## src/rtl/apb_pkg.sv

```systemverilog
// apb_pkg -- shared definitions for the APB master.
//   apb_state_e : FSM state encoding (IDLE, SETUP, ACCESS, RESP)
//   STRB_*      : cmd_strobe / p_strobe byte-count encodings
//   strb_mask() : strobe encoding -> 32-bit byte-lane mask (low bytes kept)
package apb_pkg;

  typedef enum logic [1:0] {
    ST_IDLE   = 2'd0,
    ST_SETUP  = 2'd1,
    ST_ACCESS = 2'd2,
    ST_RESP   = 2'd3
  } apb_state_e;

  localparam logic [1:0] STRB_1B = 2'b00;
  localparam logic [1:0] STRB_2B = 2'b01;
  localparam logic [1:0] STRB_3B = 2'b10;
  localparam logic [1:0] STRB_4B = 2'b11;

  // Strobe is a byte count, not a lane enable: bytes above the count are zero.
  function automatic logic [31:0] strb_mask(input logic [1:0] strobe);
    logic [31:0] mask;
    case (strobe)
      STRB_1B: mask = 32'h0000_00FF;
      STRB_2B: mask = 32'h0000_FFFF;
      STRB_3B: mask = 32'h00FF_FFFF;
      STRB_4B: mask = 32'hFFFF_FFFF;
      default: mask = 32'h0000_0000;
    endcase
    return mask;
  endfunction

endpackage

```

## src/rtl/apb_master_if.sv

```systemverilog
// apb_master_if -- groups the command/response side and the APB bus side of
// the APB master.
//   cmd_*  : command request (valid/ready handshake, write, addr, wdata, strobe)
//   rsp_*  : one-cycle response pulse with read data and timeout flag
//   p*     : APB bus (psel, penable, pwrite, paddr, pwdata, p_strobe, prdata, pready)
// Modports: master (the apb_master block), slave (its environment).
interface apb_master_if;
  logic        cmd_valid;
  logic        cmd_ready;
  logic        cmd_write;
  logic [31:0] cmd_addr;
  logic [31:0] cmd_wdata;
  logic [1:0]  cmd_strobe;
  logic        rsp_valid;
  logic [31:0] rsp_rdata;
  logic        rsp_timeout;
  logic        psel;
  logic        penable;
  logic        pwrite;
  logic [31:0] paddr;
  logic [31:0] pwdata;
  logic [1:0]  p_strobe;
  logic [31:0] prdata;
  logic        pready;

  modport master (
    input  cmd_valid, cmd_write, cmd_addr, cmd_wdata, cmd_strobe, prdata, pready,
    output cmd_ready, rsp_valid, rsp_rdata, rsp_timeout,
           psel, penable, pwrite, paddr, pwdata, p_strobe
  );

  modport slave (
    output cmd_valid, cmd_write, cmd_addr, cmd_wdata, cmd_strobe, prdata, pready,
    input  cmd_ready, rsp_valid, rsp_rdata, rsp_timeout,
           psel, penable, pwrite, paddr, pwdata, p_strobe
  );
endinterface

```

## src/rtl/apb_wdog.sv

```systemverilog
// apb_wdog -- ACCESS-phase wait-state counter.
//   clk_i, rst_i : clock, asynchronous active-high reset
//   clr_i        : clear counter to 0 (has priority over en_i)
//   en_i         : count one wait state this cycle
//   expired_o    : this cycle's increment makes the counter reach TIMEOUT
// The counter saturates at TIMEOUT and never wraps.
module apb_wdog #(
  parameter int TIMEOUT = 16
) (
  input  logic clk_i,
  input  logic rst_i,
  input  logic clr_i,
  input  logic en_i,
  output logic expired_o
);
  localparam int CW = $clog2(TIMEOUT + 1);
  localparam logic [CW-1:0] CNT_MAX  = CW'(TIMEOUT);
  localparam logic [CW-1:0] CNT_LAST = CW'(TIMEOUT - 1);

  logic [CW-1:0] cnt_q;
  logic [CW-1:0] cnt_d;

  // Next counter value: clear, saturating increment, or hold.
  always_comb begin
    cnt_d = cnt_q;
    if (clr_i) begin
      cnt_d = {CW{1'b0}};
    end else if (en_i && (cnt_q != CNT_MAX)) begin
      cnt_d = cnt_q + CW'(1);
    end else begin
      cnt_d = cnt_q;
    end
  end

  // Counter register.
  always_ff @(posedge clk_i or posedge rst_i) begin
    if (rst_i) begin
      cnt_q <= {CW{1'b0}};
    end else begin
      cnt_q <= cnt_d;
    end
  end

  // Flagged one cycle early so the FSM leaves ACCESS on the very edge where
  // the count reaches TIMEOUT.
  assign expired_o = en_i && (cnt_q == CNT_LAST);

endmodule

```

## src/rtl/apb_master.sv

```systemverilog
// apb_master -- single-outstanding APB master.
//   pclk   : clock, rising edge
//   preset : asynchronous active-high reset
//   bus    : apb_master_if.master -- command/response handshake and APB bus
// A command accepted in IDLE runs SETUP (1 cycle), ACCESS (until pready or
// TIMEOUT wait states), then RESP (one-cycle rsp_valid) and returns to IDLE.
module apb_master
  import apb_pkg::*;
#(
  parameter int TIMEOUT = 16
) (
  input logic          pclk,
  input logic          preset,
  apb_master_if.master bus
);

  apb_state_e  state_q, state_d;
  logic        write_q, write_d;
  logic [31:0] addr_q, addr_d;
  logic [31:0] wdata_q, wdata_d;
  logic [1:0]  strobe_q, strobe_d;
  logic        psel_q, psel_d;
  logic        penable_q, penable_d;
  logic        rsp_valid_q, rsp_valid_d;
  logic        rsp_timeout_q, rsp_timeout_d;
  logic [31:0] rsp_rdata_q, rsp_rdata_d;
  logic        wdog_clr;
  logic        wdog_en;
  logic        wdog_expired;

  // SETUP always precedes ACCESS, so clearing there gives a fresh count on entry.
  assign wdog_clr = (state_q == ST_SETUP);
  assign wdog_en  = (state_q == ST_ACCESS) && !bus.pready;

  apb_wdog #(.TIMEOUT(TIMEOUT)) u_wdog (
    .clk_i     (pclk),
    .rst_i     (preset),
    .clr_i     (wdog_clr),
    .en_i      (wdog_en),
    .expired_o (wdog_expired)
  );

  // Next-state, command capture and next values of the registered outputs.
  always_comb begin
    state_d       = state_q;
    write_d       = write_q;
    addr_d        = addr_q;
    wdata_d       = wdata_q;
    strobe_d      = strobe_q;
    rsp_rdata_d   = 32'h0000_0000;
    rsp_timeout_d = 1'b0;
    case (state_q)
      ST_IDLE: begin
        if (bus.cmd_valid) begin
          state_d  = ST_SETUP;
          write_d  = bus.cmd_write;
          addr_d   = bus.cmd_addr;
          wdata_d  = bus.cmd_wdata & strb_mask(bus.cmd_strobe);
          strobe_d = bus.cmd_strobe;
        end else begin
          state_d = ST_IDLE;
        end
      end
      ST_SETUP: begin
        state_d = ST_ACCESS;
      end
      ST_ACCESS: begin
        // pready is tested first so a completion on the expiry edge wins.
        if (bus.pready) begin
          state_d = ST_RESP;
          if (!write_q) begin
            rsp_rdata_d = bus.prdata & strb_mask(strobe_q);
          end else begin
            rsp_rdata_d = 32'h0000_0000;
          end
        end else if (wdog_expired) begin
          state_d       = ST_RESP;
          rsp_timeout_d = 1'b1;
        end else begin
          state_d = ST_ACCESS;
        end
      end
      ST_RESP: begin
        state_d = ST_IDLE;
      end
      default: begin
        state_d = ST_IDLE;
      end
    endcase
    psel_d      = (state_d == ST_SETUP) || (state_d == ST_ACCESS);
    penable_d   = (state_d == ST_ACCESS);
    rsp_valid_d = (state_d == ST_RESP);
  end

  // State, captured command and registered output flops.
  always_ff @(posedge pclk or posedge preset) begin
    if (preset) begin
      state_q       <= ST_IDLE;
      write_q       <= 1'b0;
      addr_q        <= 32'h0000_0000;
      wdata_q       <= 32'h0000_0000;
      strobe_q      <= 2'b00;
      psel_q        <= 1'b0;
      penable_q     <= 1'b0;
      rsp_valid_q   <= 1'b0;
      rsp_timeout_q <= 1'b0;
      rsp_rdata_q   <= 32'h0000_0000;
    end else begin
      state_q       <= state_d;
      write_q       <= write_d;
      addr_q        <= addr_d;
      wdata_q       <= wdata_d;
      strobe_q      <= strobe_d;
      psel_q        <= psel_d;
      penable_q     <= penable_d;
      rsp_valid_q   <= rsp_valid_d;
      rsp_timeout_q <= rsp_timeout_d;
      rsp_rdata_q   <= rsp_rdata_d;
    end
  end

  // Gated by preset so no command can be taken while reset is held.
  assign bus.cmd_ready   = (state_q == ST_IDLE) && !preset;
  assign bus.psel        = psel_q;
  assign bus.penable     = penable_q;
  assign bus.pwrite      = write_q;
  assign bus.paddr       = addr_q;
  assign bus.pwdata      = wdata_q;
  assign bus.p_strobe    = strobe_q;
  assign bus.rsp_valid   = rsp_valid_q;
  assign bus.rsp_timeout = rsp_timeout_q;
  assign bus.rsp_rdata   = rsp_rdata_q;

endmodule

```

## src/flat_wrapper.sv

```systemverilog
// flat-port wrapper written by rule: the top's interface ports become plain ports
module apb_master_flat import apb_pkg::*;
#(
  parameter int TIMEOUT = 16
)
  (pclk, preset, bus_cmd_valid, bus_cmd_write, bus_cmd_addr, bus_cmd_wdata, bus_cmd_strobe, bus_prdata, bus_pready, bus_cmd_ready, bus_rsp_valid, bus_rsp_rdata, bus_rsp_timeout, bus_psel, bus_penable, bus_pwrite, bus_paddr, bus_pwdata, bus_p_strobe);
  apb_master_if bus_i ();
  input logic pclk;
  input logic preset;
  input wire logic [$bits(bus_i.cmd_valid)-1:0] bus_cmd_valid;
  input wire logic [$bits(bus_i.cmd_write)-1:0] bus_cmd_write;
  input wire logic [$bits(bus_i.cmd_addr)-1:0] bus_cmd_addr;
  input wire logic [$bits(bus_i.cmd_wdata)-1:0] bus_cmd_wdata;
  input wire logic [$bits(bus_i.cmd_strobe)-1:0] bus_cmd_strobe;
  input wire logic [$bits(bus_i.prdata)-1:0] bus_prdata;
  input wire logic [$bits(bus_i.pready)-1:0] bus_pready;
  output wire logic [$bits(bus_i.cmd_ready)-1:0] bus_cmd_ready;
  output wire logic [$bits(bus_i.rsp_valid)-1:0] bus_rsp_valid;
  output wire logic [$bits(bus_i.rsp_rdata)-1:0] bus_rsp_rdata;
  output wire logic [$bits(bus_i.rsp_timeout)-1:0] bus_rsp_timeout;
  output wire logic [$bits(bus_i.psel)-1:0] bus_psel;
  output wire logic [$bits(bus_i.penable)-1:0] bus_penable;
  output wire logic [$bits(bus_i.pwrite)-1:0] bus_pwrite;
  output wire logic [$bits(bus_i.paddr)-1:0] bus_paddr;
  output wire logic [$bits(bus_i.pwdata)-1:0] bus_pwdata;
  output wire logic [$bits(bus_i.p_strobe)-1:0] bus_p_strobe;
  assign bus_i.cmd_valid = bus_cmd_valid;
  assign bus_i.cmd_write = bus_cmd_write;
  assign bus_i.cmd_addr = bus_cmd_addr;
  assign bus_i.cmd_wdata = bus_cmd_wdata;
  assign bus_i.cmd_strobe = bus_cmd_strobe;
  assign bus_i.prdata = bus_prdata;
  assign bus_i.pready = bus_pready;
  assign bus_cmd_ready = bus_i.cmd_ready;
  assign bus_rsp_valid = bus_i.rsp_valid;
  assign bus_rsp_rdata = bus_i.rsp_rdata;
  assign bus_rsp_timeout = bus_i.rsp_timeout;
  assign bus_psel = bus_i.psel;
  assign bus_penable = bus_i.penable;
  assign bus_pwrite = bus_i.pwrite;
  assign bus_paddr = bus_i.paddr;
  assign bus_pwdata = bus_i.pwdata;
  assign bus_p_strobe = bus_i.p_strobe;
  apb_master #(.TIMEOUT(TIMEOUT)) u_core (.pclk(pclk), .preset(preset), .bus(bus_i));
endmodule
```

## config.mk

```make
export PLATFORM = sky130hd
export DESIGN_NAME = apb_master_flat
export DESIGN_NICKNAME = d
export VERILOG_FILES = /design/src/rtl/apb_pkg.sv /design/src/rtl/apb_master_if.sv /design/src/rtl/apb_wdog.sv /design/src/rtl/apb_master.sv /design/src/flat_wrapper.sv
export SDC_FILE = /design/constraint.sdc
export NUM_CORES = 1
export LEC_CHECK = 0
export ABC_AREA = 1
export CORE_MARGIN = 4
export CORE_UTILIZATION = 38
export CTS_BUF_LIST = sky130_fd_sc_hd__clkbuf_4 sky130_fd_sc_hd__clkbuf_8
export CTS_CLUSTER_SIZE = 30
export DETAILED_ROUTE_END_ITERATION = 10
export GPL_TIMING_DRIVEN = 0
export MAX_ROUTING_LAYER = met4
export PLACE_DENSITY = 0.78
export SLEW_MARGIN = 20
export SYNTH_ARGS = -nofsm -noshare
export SYNTH_HDL_FRONTEND = slang
export SYNTH_HIERARCHICAL = 1
export SYNTH_SLANG_ARGS = --single-unit
export TNS_END_PERCENT = 50
```

## constraint.sdc

```tcl
create_clock -name pclk -period 3.3 [get_ports pclk]
set_input_delay 0.66 -clock pclk [delete_from_list [all_inputs] [get_ports pclk]]
set_output_delay 0.66 -clock pclk [all_outputs]
set_load 0.01 [all_outputs]
```

==> results.yml <==
outcome:
  status: "complete, no violations"
clock_network:
  postCtsSetupRepairBufs: 0
  cts_tree: "built"
  clk_pin_slew_ns: 0.10
  cts_buffer_depth: 2
  cts_resized: 0
  htree_levels: 3
  clk_latency_ns: 0.35
  cts_sinks: 110
  cts_hold_buf: 0
  root_buffer: "clkbuf_8"
  numCtsBuffers: 9
floorplanning:
  fp.dieH_um: 115
  ioPinCount: 207
  core_area_um2: 11100
  rows: 38
  fp.dieW_um: 115
  start_util_pct: 39.6
  die-area_um2: 13300
yosys:
  synth.avg_cell_area_um2: 9.43
  yosysUniqueCellTypes: 23
  syn-num-nets: 577
  yosysTopAreaCell: "dfrtp_1"
  yosysWarningCount: 6
  synth_top_area_share_pct: 62.8
  synth_area_um2: 4390
  netlist_instances: 465
  ys_seq_elements: 110
  synth_seq_area_share_pct: 62.8
  yosys-top-cells-area: "dfrtp_1 (63%), nand2_1 (16%), nor2_1 (3.5%), nand3_1 (3.4%), ha_1 (2.6%)"
grt:
  grt_remaining_overflow: 0
  use_met2_pct: 32.9
  top_usage_layer: "met2"
  grt_pass1_wl_mm: 19.4
  grtUsageMet3_pct: 3.66
  antenna_found_initial: 0
  grtUsageMet1_pct: 22.5
  grt_start_max_net_pins: 38
  track_usage_pct: 19.1
  grt_pass1_vias: 3991
critical_path:
  worst_setup_path_start_kind: "flop"
  arrival_ns: 1.89
  reg2reg_to: "u_core/bus.psel"
  crit_required_ns: 2.64
  criticalPathCategory: "flop to output port"
  critPathLaunch: "u_core/state_q[0]"
  path_common_cell: "inv_1"
  endpoint_kind: "output port"
  cp_top_family: "buffers and inverters"
  cp_slowest_stage_delay_ns: 0.54
  cp_cell_sequence: "inv_1 -> ha_1 -> buf_6 -> inv_1 -> nor2_1 -> clkdlybuf4s50_1"
  ff2ff_path_depth: 12
  r2r_start: "u_core/state_q[0]"
  crit_end: "bus_cmd_ready"
  path_max_fanout: 10
  slowest_stage: "clkdlybuf4s50_1"
  reg2reg_slack_ns: 1.09
  worst-path-buf-inv: 4
  path_depth: 6
place:
  dp_hpwl_mm: 9.58
  post-place-cells: 811
  io_buffers: 203
  globalplace.congestion: 0.792
final_layout:
  area_growth_pct: 56.1
  multi_input_area_um2: 1370
  drive_gt1_share_pct: 6.99
  final_nets: 794
  fillers: 905
  diodes: 0
  stdcell_count: 827
  seq_area_um2: 2750
routing:
  vias: 3841
  ant_nets: 0
  drt-initial-drc-count: 238
  wl_per_cell_um: 15.0
  wl_mm: 12.4
  dr.pass1.iters: 4
  viasPerCell: 4.64
  drc: 0
power_and_ir_drop:
  ir_drop_mv: 0.411
  powerDensity_nw_per_um2: 755
  leakage_nw: 3.24
timing:
  fmax_mhz: 392
  final.min_clock_period_ns: 2.55
  worst_pin_slew_ns: 0.478
  period_share_pct: 77.3
  finalHoldViolations: 0
  setup_viol: 0
  finalSetupTns_ns: 0
  rsz0062_at_grt: "false"
  fin_skew_ns: 0.00667
  slew_viol_final: 0
  max_slew_margin_pct: 68.0
min_path:
  holdCritPathClass: "flop to flop"
job:
  cap_violations: 0
worst min-delay path by stage:
| stage | from | endpoint | slack (ns) | cells past startpoint |
|---|---|---|---|---|
| finish | u_core/bus.paddr[12] | u_core/bus.paddr[12] | 0.49 | 2 |
| global route | u_core/bus.paddr[30] | u_core/bus.paddr[30] | 0.52 | 2 |
| CTS | u_core/bus.paddr[25] | u_core/bus.paddr[25] | 0.49 | 2 |
| detailed placement | u_core/bus.paddr[25] | u_core/bus.paddr[25] | 0.46 | 2 |
| global placement | u_core/bus.pwdata[7] | u_core/bus.pwdata[7] | 0.46 | 2 |
| floorplan | preset | u_core/u_wdog/cnt_q[0] | 0.44 | 1 |
worst reg2reg max path, cell delays in order (launching register included):
cell     delay, ns
dfrtp_1       0.39
inv_1         0.12
ha_1          0.24
buf_4         0.20
inv_1         0.07
nor2_1        0.38
nand2_1       0.12
inv_1         0.10
nor2_1        0.06
nor2_1        0.11
nor2_1        0.05
ha_1          0.26
inv_1         0.03
metal layers:
| layer | routed length, um | vias to the layer above | share of wire, % |
|---|---|---|---|
| met5 | 0 | - | 0 |
| met4 | 147 | 0 | 1.2 |
| met3 | 918 | 15 | 7.4 |
| met2 | 6350 | 138 | 51 |
| met1 | 4990 | 1826 | 40 |
| li1 | - | 1862 | - |
Yosys cell counts (all sizes together):
cell type / n
nand4: 4
nor2: 42
dfrtp: 110
nand3: 32
xor2: 1
ha: 9
buf: 20
o21ai: 28
inv: 26
nand2: 190
nor3b: 1
clkinv: 2
per-stage QoR:
stage	power, mW	utilization [%]	hold slack, ns	setup WS, ns	area [um2]
after CTS	5.22	61.8	0.490	0.714	6850
after detailed placement	4.43	60.1	0.464	0.821	6660
final	5.17	61.8	0.488	0.749	6850
after floorplan	3.15	-	0.439	1.38	4390
after global routing	5.52	61.8	0.518	0.632	6850
after global placement	4.33	59.5	0.463	0.365	6600
cells in the final DEF (no fill, tap or decap), types with 3 or more instances in the layout:
master / Yosys / final
clkbuf_8: 0 / 12
buf_4: 5 / 5
o21ai_1: 16 / 16
buf_2: 9 / 9
ha_1: 9 / 9
clkinv_2: 1 / 3
clkdlybuf4s50_1: 0 / 203
nand3_1: 30 / 30
o21ai_0: 12 / 12
nor2_1: 41 / 41
buf_6: 6 / 6
buf_12: 0 / 3
nand2_1: 187 / 187
nand4_1: 4 / 4
dfrtp_1: 110 / 110
inv_1: 25 / 24
registers in the layout (all words and copies together), names as in the netlist:
signal / cells
u_core/bus.paddr: 32
u_core/bus.pwdata: 32
u_core/bus.rsp_rdata: 32
u_core/u_wdog/cnt_q: 5
u_core/bus.p_strobe: 2
u_core/state_q: 2
u_core/bus.penable: 1
u_core/bus.psel: 1
u_core/bus.pwrite: 1
u_core/bus.rsp_timeout: 1
u_core/bus.rsp_valid: 1
power breakdown:
group | total, mW | internal (mW) | switching (mW)
logic | 2.34 | 1.20 | 1.14
registers | 2.05 | 1.80 | 0.255
clock network | 0.777 | 0.344 | 0.433
kinds of logic (layout without fill, tap and decap cells):
logic type / after synthesis / in the layout / synth area share [%]
and+or+nand+nor: 269 / 269 / 25.3
DFF: 110 / 110 / 62.8
buffers and inverters: 48 / 270 / 5.96
AOI/OAI and AO/OA: 28 / 28 / 3.20
adders and majority gates: 9 / 9 / 2.57
xor gates and xnor gates: 1 / 1 / 0.200
final cells by class:
class	instances	share of cell area (%)
sequential	110	40.2
timing repair buffer	206	30.6
multi-input combinational	307	20.0
tap	140	2.56
clock buffer	13	2.52
buffer	20	2.19
inverter	28	1.68
clock inverter	3	0.256
Note: power is estimated with default switching activity, not from simulation.
